[src/rtl/ms_pkg.sv]
// rtl/ms_pkg.sv - shared constants and FSM state type for the multiplier feeder
package ms_pkg;

  localparam int MS_DW    = 8;
  localparam int MS_DEPTH = 4;

  typedef enum logic [1:0] {
    ST_IDLE   = 2'd0,
    ST_LAUNCH = 2'd1,
    ST_ARM    = 2'd2,
    ST_WAIT   = 2'd3
  } ms_state_e;

endpackage

[src/rtl/ms_fifo.sv]
// rtl/ms_fifo.sv - operand-pair FIFO with registered level and no fall-through
module ms_fifo #(
  parameter int W     = 16,
  parameter int DEPTH = 4
) (
  input  logic                       i_clk,
  input  logic                       i_rst,
  input  logic                       i_push,
  input  logic                       i_pop,
  input  logic [W-1:0]               i_wdata,
  output logic [W-1:0]               o_rdata,
  output logic                       o_ready,
  output logic                       o_empty,
  output logic [$clog2(DEPTH):0]     o_level
);

  localparam int AW = $clog2(DEPTH);
  localparam logic [AW:0] FULL_LEVEL = (AW + 1)'(DEPTH);

  logic [W-1:0]  r_mem [DEPTH];
  logic [AW-1:0] r_wr_ptr;
  logic [AW-1:0] r_rd_ptr;
  logic [AW:0]   r_level;
  logic          w_push;
  logic          w_pop;

  // Full and empty come from the registered level, so a pop never frees a slot in the same cycle.
  assign w_push = i_push && (r_level != FULL_LEVEL);
  assign w_pop  = i_pop && (r_level != '0);

  always_ff @(posedge i_clk) begin
    if (w_push) begin
      r_mem[r_wr_ptr] <= i_wdata;
    end
  end

  always_ff @(posedge i_clk) begin
    if (i_rst) begin
      r_wr_ptr <= '0;
      r_rd_ptr <= '0;
      r_level  <= '0;
    end else begin
      if (w_push) begin
        r_wr_ptr <= r_wr_ptr + 1'b1;
      end
      if (w_pop) begin
        r_rd_ptr <= r_rd_ptr + 1'b1;
      end
      case ({w_push, w_pop})
        2'b10:   r_level <= r_level + 1'b1;
        2'b01:   r_level <= r_level - 1'b1;
        default: r_level <= r_level;
      endcase
    end
  end

  assign o_rdata = r_mem[r_rd_ptr];
  assign o_ready = (r_level != FULL_LEVEL);
  assign o_empty = (r_level == '0);
  assign o_level = r_level;

endmodule

[src/rtl/ms_feed.sv]
// rtl/ms_feed.sv - queues operand pairs and launches them one at a time into the multiplier
module ms_feed
  import ms_pkg::*;
#(
  parameter int DW    = MS_DW,
  parameter int DEPTH = MS_DEPTH
) (
  input  logic                       i_clk,
  input  logic                       i_rst,
  input  logic                       i_valid,
  output logic                       o_ready,
  input  logic [DW-1:0]              i_multd,
  input  logic [DW-1:0]              i_multr,
  output logic                       o_start,
  output logic [DW-1:0]              o_multd_val,
  output logic [DW-1:0]              o_multr_val,
  input  logic                       i_stop,
  output logic                       o_busy,
  output logic [$clog2(DEPTH):0]     o_level
);

  ms_state_e         r_state;
  ms_state_e         w_next;
  logic              w_pop;
  logic              w_empty;
  logic [2*DW-1:0]   w_rdata;
  logic [DW-1:0]     r_multd;
  logic [DW-1:0]     r_multr;

  ms_fifo #(
    .W     (2 * DW),
    .DEPTH (DEPTH)
  ) u_fifo (
    .i_clk   (i_clk),
    .i_rst   (i_rst),
    .i_push  (i_valid),
    .i_pop   (w_pop),
    .i_wdata ({i_multd, i_multr}),
    .o_rdata (w_rdata),
    .o_ready (o_ready),
    .o_empty (w_empty),
    .o_level (o_level)
  );

  // ARM waits for i_stop to drop so a completion flag left high by the previous job is not taken as done.
  always_comb begin
    w_next = r_state;
    w_pop  = 1'b0;
    case (r_state)
      ST_IDLE: begin
        if (!w_empty) begin
          w_pop  = 1'b1;
          w_next = ST_LAUNCH;
        end
      end
      ST_LAUNCH: w_next = ST_ARM;
      ST_ARM:    if (!i_stop) w_next = ST_WAIT;
      ST_WAIT:   if (i_stop) w_next = ST_IDLE;
      default:   w_next = ST_IDLE;
    endcase
  end

  always_ff @(posedge i_clk) begin
    if (i_rst) begin
      r_state <= ST_IDLE;
      r_multd <= '0;
      r_multr <= '0;
    end else begin
      r_state <= w_next;
      if (w_pop) begin
        {r_multd, r_multr} <= w_rdata;
      end
    end
  end

  assign o_start     = (r_state == ST_LAUNCH);
  assign o_busy      = (r_state != ST_IDLE);
  assign o_multd_val = r_multd;
  assign o_multr_val = r_multr;

endmodule
[config.mk]
export PLATFORM = sky130hd
export DESIGN_NAME = ms_feed
export DESIGN_NICKNAME = d
export VERILOG_FILES = /design/src/rtl/ms_pkg.sv /design/src/rtl/ms_fifo.sv /design/src/rtl/ms_feed.sv
export SDC_FILE = /design/constraint.sdc
export NUM_CORES = 1
export LEC_CHECK = 0
export ABC_CLOCK_PERIOD_IN_PS = 5800
export CORE_ASPECT_RATIO = 1.1
export CORE_MARGIN = 1
export CORE_UTILIZATION = 25
export CTS_BUF_LIST = sky130_fd_sc_hd__clkbuf_16
export CTS_CLUSTER_DIAMETER = 30
export DETAILED_ROUTE_END_ITERATION = 16
export GPL_TIMING_DRIVEN = 1
export PLACE_DENSITY = 0.43
export SETUP_SLACK_MARGIN = 0.05
export SYNTH_ARGS = -nofsm -noshare
export SYNTH_HDL_FRONTEND = slang
export SYNTH_SLANG_ARGS = --single-unit
[constraint.sdc]
create_clock -name i_clk -period 5.8 [get_ports i_clk]
set_clock_uncertainty 0.05 [all_clocks]
set_input_delay 1.74 -clock i_clk [delete_from_list [all_inputs] [get_ports i_clk]]
set_output_delay 1.74 -clock i_clk [all_outputs]
set_load 0.1 [all_outputs]
; Yosys cells after proc, flatten, opt, wreduce, memory -nomap -nowiden
; Memory sizes are Yosys's and may differ from the RTL's. A register that Yosys moved wholly into a read port is not among the register bits.
; Cells that the tools add are included.
; W data, S select, Z words.
[totals]
mem_bits_rw = 64
regBits = 9
out_inout_bits = 22
memories = 1
[classes]
reduce_logical = 8
n_mux = 9
eq_ne = 9
n_addsub = 4
[memory_table]
columns = memory, depth, word_bits, read_ports, rd_clocked_by_memory_dff, wr, line
row1 = u_fifo.r_mem, 4, 16, 1, 1, 1, ms_fifo.sv:20  ; logic [W-1:0] r_mem [DEPTH];
[op_table]
columns = cell, n
row1 = $pmux W2 S4, 1
row2 = $eq A2 B2 Y1 const B, 3
row3 = $mux W2, 3
row4 = $ne A2 B2 Y1 const B, 3
row5 = $pmux W3 S2, 1
row6 = $add A2 B1 Y2 const B, 2
row7 = $eq A2 B1 Y1 const B, 2
row8 = $mux W1, 4
row9 = $reduce_bool A2 Y1, 2
row10 = $add A3 B1 Y3 const B, 1
row11 = $logic_not A3 Y1, 1
row12 = $ne A3 B3 Y1 const B, 1
row13 = $reduce_and A3 Y1, 1
row14 = $reduce_bool A3 Y1, 1
row15 = $sub A3 B1 Y3 const B, 1
row16 = $logic_and A1 B1 Y1, 2
row17 = $logic_not A2 Y1, 1

; Longest topological paths before layout
; Gate-level depths: netlist of run 1.
[logic_depth]
ltp_word = 6
depth_mapped = 8

; Hierarchy
; From an unflattened synthesis of run 1, not the netlist that was laid out.
[hier_totals]
cells_unflattened = 226
area_unflattened_um2 = 3565.9
[modules_own_cells]
columns = module, seq_area_each_um2, area_per_inst_um2, cells_per_inst, n_inst
row1 = ms_fifo, 2102.0, 2822.7, 138, 1
row2 = ms_feed, 360.3, 743.2, 88, 1

; Worst setup path after synthesis of run 1
; Ideal clock, no wire load.
[synth_timing]
path_type = register to output
start = register u_fifo.r_level[0] (netlist: u_fifo.o_level[0])
end = output o_ready
arrival_time_ns = 1.735
t_required_ns = 4.010
path_buffers = 1
path_slack_ns = 2.275
stages_incl_launch_ff = 3
path_cell_list = dfxtp_1 > or3b_1 > buf_2
[synth_between]
elab_chain_len = 1
[synth_lines]
columns = item, line
row1 = start: declaration, ms_fifo.sv:23  ; logic [AW:0] r_level;
row2 = start signal: assignment, ms_fifo.sv:50  ; 2'b10: r_level <= r_level + 1'b1;
row3 = start signal: assignment, ms_fifo.sv:51  ; 2'b01: r_level <= r_level - 1'b1;
row4 = start signal: assignment, ms_fifo.sv:52  ; default: r_level <= r_level;
row5 = $ne A3 B3 Y1, ms_fifo.sv:58  ; assign o_ready = (r_level != FULL_LEVEL);
row6 = end: declaration, ms_feed.sv:11  ; output logic o_ready,
; Every way passes these cells.

; Worst setup path in the final report of run 1
; Ends and elaborated chain as after synthesis.

==> impl_results.md, run 1 <==
* Endpoint arrival time on the critical path at 2.36 ns
* Number of sinks handled by clock tree synthesis at 89
* Input/output buffers at 41
* Number of setup violations in the final report at 0
* Antenna violations before repair at 0
* Cell at the slowest stage of the critical path: sky130_fd_sc_hd__clkdlybuf4s50_1
* Placed inst area at 4010 sq um
* Hold Crit Endpoint: o_multr_val[4]
* Final-stage net count at 257
* Effective utilization at floorplan at 25.8%
* Hold violation total from the final report at 0
* Proportion of synthesized chip area in sequential cells at 70.9%
* Clk buf depth at 2
* Share of the clock period used by the worst path at 71.5%
* Number of max-capacitance violations reported at 0
* Wire length of the first global-routing pass at 10700 um
* Weighted congestion reported at the end of routability-driven placement at 0.670
* Global route total overflow at 0
* Count of flip-flops with a built-in enable after synthesis at 64
* Residual DRC count at 0
* Result of the run: complete, no violations
* Fmax at 241 MHz
* Proportion of synthesized flip-flops having asynchronous set or reset at 0%
* Average routed wire per standard cell at 15.9 um
* Synthesized cell area at 3420 sq um
* Top cell types by occurrence after synthesis: sky130_fd_sc_hd__edfxtp_1, sky130_fd_sc_hd__dfxtp_1, sky130_fd_sc_hd__a22o_1
* Post-CTS setup buffer count at 0
* Origin of the worst min-delay path: o_multr_val[4]
* Total CTS buffers at 9
* Number of global-route vias before repair at 1919
* Count of hold-fix buffers inserted at cts at 0
* Endpoint type of the worst setup path: output port
* Post-synthesis cell type with the largest combined area: sky130_fd_sc_hd__edfxtp_1
* Layout fillers at 1311
* Die Outline Area at 14100 sq um
* Final ANT Viol Nets at 0
* Vias after detailed routing at 1728
* Std-Cell Core Area at 13300 sq um
* Die height at 125 um
* Internal reg-to-reg setup slack at 3.55 ns
* Total GRT Usage at 10.5%
* Worst hold path stage count at 1
* Proportion of layout cells with a drive suffix above 1 at 12.1%
* 1st-pass router iterations at 4
* Max stage delay on crit path at 1.20 ns
* Critical path type: reg -> out
* Element type at the critical path start: register
* Count of mapped cells out of synthesis at 182
* Data required time at the worst endpoint at 4.01 ns
* Post-DR vias/cell at 4.15
* Ant. Diodes at 0
* CTS root buf: sky130_fd_sc_hd__clkbuf_16
* Avg Inst Size Synth at 18.8 sq um
* Most common cell in the synthesized netlist: sky130_fd_sc_hd__edfxtp_1
* # IOs at 42
* Unrepaired setup endpoints after global routing: no
* CTS tree: built
* Worst setup margin at 1.65 ns
* P&R area growth vs syn at 26.7%
* Minimum clock period after layout at 4.15 ns
* Path category of the worst min-delay check: reg -> reg
* Row count at 44
* Largest net degree at the start of global routing at 18
* Cells taking the most area after synthesis: sky130_fd_sc_hd__edfxtp_1, sky130_fd_sc_hd__dfxtp_1, sky130_fd_sc_hd__mux4_1, sky130_fd_sc_hd__mux4_2, sky130_fd_sc_hd__a22o_1
* Horiz. Die Dim at 113 um
* Number of nets in the synthesized netlist at 212
* Number of violations reported at the end of detailed-routing iteration 0 at 80
* Setup Total Neg Slack at 0 ns
* Critical R2R Launch: r_state[0]
* Yosys warnings at 0
* Worst-skew pair later-pin latency at 0.34 ns
* Half-perimeter wire length after detailed placement at 4060 um
* Count of cell types in the netlist at 33
* Flops & latches, synth at 89
* Sequence of cells on the critical path: or3b_1, clkdlybuf4s50_1
* Number of cell instances on the worst register-to-register path at 8
* Share of the synthesized area in the top cell type at 56.2%
* Slew Limit Fails at 0
* WHS at 0.423 ns
* Clk pin slew, worst setup/hold paths at 0.07 ns
* End of the worst register-to-register path: u_fifo.o_level[2]
* Slew at the pin with the worst max-slew slack at 0.977 ns
* Placement Setup Slack at 2.01 ns
* Post-Layout Inst Area at 4330 sq um
* Routed Wire Length at 6620 um
* Max Fanout on Critical Path at 10
* H-Tree Level Count at 3
* Primary FF master, synth: sky130_fd_sc_hd__edfxtp_1
* CTS resizes at 0
* Slew Limit Headroom at 34.7%
-- how the worst max path moves through the flow --
stage / start / end / slack, ns / cells after the start
after floorplan: u_fifo.o_level[0] / o_ready / 2.27 / 2
after global placement: i_valid / u_fifo.o_level[2] / 2.06 / 7
final: u_fifo.o_level[0] / o_ready / 1.65 / 2
after detailed placement: i_valid / u_fifo.o_level[2] / 2.01 / 7
after CTS: u_fifo.o_level[0] / o_ready / 1.64 / 2
after global routing: u_fifo.o_level[0] / o_ready / 1.55 / 2
-- placed cells by master, fill, tap and decap left out, types with 2 or more instances in the layout --
| cell type | netlist | layout |
|---|---|---|
| sky130_fd_sc_hd__nand2_1 | 3 | 3 |
| sky130_fd_sc_hd__clkinv_4 | 0 | 2 |
| sky130_fd_sc_hd__and3_1 | 4 | 4 |
| sky130_fd_sc_hd__xor2_1 | 2 | 2 |
| sky130_fd_sc_hd__a21oi_1 | 3 | 3 |
| sky130_fd_sc_hd__or3_1 | 2 | 2 |
| sky130_fd_sc_hd__mux4_1 | 8 | 8 |
| sky130_fd_sc_hd__buf_4 | 1 | 2 |
| sky130_fd_sc_hd__inv_6 | 0 | 2 |
| sky130_fd_sc_hd__a21o_1 | 2 | 2 |
| sky130_fd_sc_hd__mux2i_1 | 2 | 2 |
| sky130_fd_sc_hd__nand3_1 | 2 | 2 |
| sky130_fd_sc_hd__nor2_1 | 4 | 4 |
| sky130_fd_sc_hd__dfxtp_1 | 25 | 25 |
| sky130_fd_sc_hd__xnor2_1 | 2 | 2 |
| sky130_fd_sc_hd__inv_1 | 6 | 6 |
| sky130_fd_sc_hd__clkdlybuf4s50_1 | 0 | 41 |
| sky130_fd_sc_hd__clkbuf_16 | 0 | 9 |
| sky130_fd_sc_hd__ha_1 | 9 | 9 |
| sky130_fd_sc_hd__edfxtp_1 | 64 | 64 |
| sky130_fd_sc_hd__mux4_2 | 8 | 8 |
| sky130_fd_sc_hd__a22o_1 | 16 | 16 |
| sky130_fd_sc_hd__bufinv_16 | 0 | 2 |
-- cell families after synthesis --
logic type	after synthesis	share of synthesized area (%)
muxes	18	12.0
and+or+nand+nor	20	3.37
DFF	89	70.9
AOI/OAI and AO/OA	26	6.19
xor gates and xnor gates	4	1.03
adders and majority gates	10	3.88
buffers and inverters	15	2.64
-- sequential cells by signal, summed over array words and instances (netlist names) --
register         cells
u_fifo.o_level       3
u_fifo.r_rd_ptr      2
o_multd_val          8
r_state              2
u_fifo.r_mem        64
o_multr_val          8
u_fifo.r_wr_ptr      2
-- stage by stage --
step / util, % / instances
after floorplan: - / 182
after global placement: 30.2 / 400
after detailed placement: 30.2 / 400
after CTS: 32.6 / 416
after global routing: 32.6 / 416
final: 32.6 / 416
-- per-layer routing --
| layer | wire, um | vias up | global-route usage [%] |
|---|---|---|---|
| li1 | - | 812 | - |
| met1 | 2970 | 875 | 12.5 |
| met2 | 3350 | 33 | 17.1 |
| met3 | 190 | 8 | 3.75 |
| met4 | 112 | 0 | 4.41 |
| met5 | 0 | - | 0 |
-- final cells by class --
class	count	area [sq um]	area share [%]
well taps	184	230	5.32
flip-flops and latches	89	2420	55.9
repair buffers	43	425	9.82
inverters	6	22.5	0.520
clock inverters	7	100	2.31
clock buffers	9	225	5.20
multi-input cells	78	905	20.9
-- critical path: cells and delay by family, from the launching register on --
| kind | cells | cell delay [ns] |
|---|---|---|
| simple gates | 1 | 0.34 |
| flops | 1 | 0.48 |
| buf+inv | 1 | 1.20 |
Power of run 1 is not shown: default switching activity piles up to over one toggle a cycle in this logic, so the estimate is an artifact.
==> inputs of run 2 (changes only) <==
--- a/config.mk
+++ b/config.mk
@@ -5,7 +5,7 @@
 export SDC_FILE = /design/constraint.sdc
 export NUM_CORES = 1
 export LEC_CHECK = 0
-export ABC_CLOCK_PERIOD_IN_PS = 5800
+export ABC_CLOCK_PERIOD_IN_PS = 3900
 export CORE_ASPECT_RATIO = 1.1
 export CORE_MARGIN = 1
 export CORE_UTILIZATION = 25
==> constraint.sdc (replaced) <==
create_clock -name i_clk -period 3.9 [get_ports i_clk]
set_clock_uncertainty 0.05 [all_clocks]
set_input_delay 1.17 -clock i_clk [delete_from_list [all_inputs] [get_ports i_clk]]
set_output_delay 1.17 -clock i_clk [all_outputs]
set_load 0.1 [all_outputs]
==> impl_results.md, run 2 (synthesis results as in run 1) <==
* Weighted congestion reported at the end of routability-driven placement at 0.673
* Max stage delay on crit path at 0.60 ns
* Max Fanout on Critical Path at 9
* Sequence of cells on the critical path: clkdlybuf4s50_1, nand2_1, ha_1, fa_1, xnor2_1, or3_1, a21oi_1
* 1st-pass router iterations at 4
* Residual DRC count at 0
* Share of the clock period used by the worst path at 73.3%
* Most common cell after layout, fill and taps aside: sky130_fd_sc_hd__edfxtp_1
* Post-DR vias/cell at 4.17
* Minimum clock period after layout at 2.86 ns
* Post-Layout Inst Area at 4310 sq um
* Largest register FFs at 64
* Setup Total Neg Slack at 0 ns
* Number of violations reported at the end of detailed-routing iteration 0 at 99
* Die Outline Area at 14100 sq um
* Horiz. Die Dim at 113 um
* Slew at the pin with the worst max-slew slack at 1.10 ns
* Count of buffer and inverter cells on the critical path at 1
* Count of hold-fix buffers inserted at cts at 0
* Number of global-route vias before repair at 1841
* Placed inst area at 3980 sq um
* CTS root buf: sky130_fd_sc_hd__clkbuf_16
* Cell count after placement at 404
* Layout fillers at 1328
* Global route total overflow at 0
* Data required time at the worst endpoint at 4.11 ns
* Largest register by flop count: u_fifo.r_mem
* Std-Cell Core Area at 13300 sq um
* Cell at the slowest stage of the critical path: sky130_fd_sc_hd__clkdlybuf4s50_1
* Element type at the critical path start: input pin
* Total GRT Usage at 10.2%
* P&R area growth vs syn at 26.0%
* Input/output buffers at 41
* Row count at 44
* Result of the run: complete, no violations
* Average routed wire per standard cell at 15.6 um
* Wire length of the first global-routing pass at 10300 um
* Top delay family on crit path: adder cells
* Cell Count, Final, Fillers Out at 420
* Clk buf depth at 2
* Clk pin slew, worst setup/hold paths at 0.07 ns
* Fmax at 350 MHz
* Worst-skew pair later-pin latency at 0.34 ns
* Final ANT Viol Nets at 0
* Ant. Diodes at 0
* Hold violation total from the final report at 0
* Post-CTS setup buffer count at 0
* Effective utilization at floorplan at 25.8%
* Slew Limit Fails at 0
* Number of setup violations in the final report at 0
* H-Tree Level Count at 3
* CTS tree: built
* Largest net degree at the start of global routing at 18
* Die height at 125 um
* Proportion of layout cells with a drive suffix above 1 at 22.5%
* CTS resizes at 0
* Routed Wire Length at 6570 um
* Path category of the worst min-delay check: reg -> reg
* Vias after detailed routing at 1751
* Leading cell types in the layout, fill and taps excluded: sky130_fd_sc_hd__edfxtp_1, sky130_fd_sc_hd__buf_4, sky130_fd_sc_hd__dfxtp_1, sky130_fd_sc_hd__clkdlybuf4s50_1, sky130_fd_sc_hd__a22o_1
* Final-stage net count at 261
* # IOs at 42
* Endpoint type of the worst setup path: register
* Number of sinks handled by clock tree synthesis at 89
* Endpoint arrival time on the critical path at 3.07 ns
* Half-perimeter wire length after detailed placement at 4000 um
* Number of max-capacitance violations reported at 0
* Total CTS buffers at 9
* Unrepaired setup endpoints after global routing: no
* Final core utilization at 32.5%
* Antenna violations before repair at 0
* Critical path type: in -> reg
* Slew Limit Headroom at 26.6%
-- run 2: cell count changes in the layout (fill, tap and decap cells not counted), sizes merged --
| cell | delta |
|---|---|
| buf | +26 |
| clkdlybuf4s50 | -22 |
-- run 2: cell type report --
| class | instances | area, sq um | area share, % |
|---|---|---|---|
| Clock buffer | 9 | 225 | 5.23 |
| Clock inverter | 7 | 101 | 2.35 |
| Inverter | 6 | 22.5 | 0.523 |
| Multi-Input combinational cell | 78 | 905 | 21.0 |
| Sequential cell | 89 | 2420 | 56.2 |
| Tap cell | 184 | 230 | 5.35 |
| Timing Repair Buffer | 47 | 400 | 9.30 |
-- run 2: worst paths after layout --
path             startpoint                 to  slack (ns)  cells after the start
max                 i_valid  u_fifo.o_level[2]        1.04                      7
min          o_multr_val[4]     o_multr_val[4]        0.42                      1
max reg2reg      r_state[0]  u_fifo.o_level[2]        1.64                      8
min reg2reg  o_multr_val[4]     o_multr_val[4]        0.42                      1
-- run 2: layer usage --
layer	share of wire [%]	GRT usage, %
met2	50	16.5
met3	3.7	3.36
met5	0	0
met4	1.6	4.88
met1	45	12.0
-- run 2: stage by stage --
| stage | hold WS, ns | setup WS [ns] |
|---|---|---|
| 2_1_floorplan | 0.418 | 0.755 |
| 3_3_place_gp | 0.409 | 0.723 |
| 3_5_place_dp | 0.415 | 0.699 |
| 4_1_cts | 0.433 | 1.05 |
| 5_1_grt | 0.453 | 0.920 |
| 6_report | 0.424 | 1.04 |
Power of run 2 is left out for the same reason.
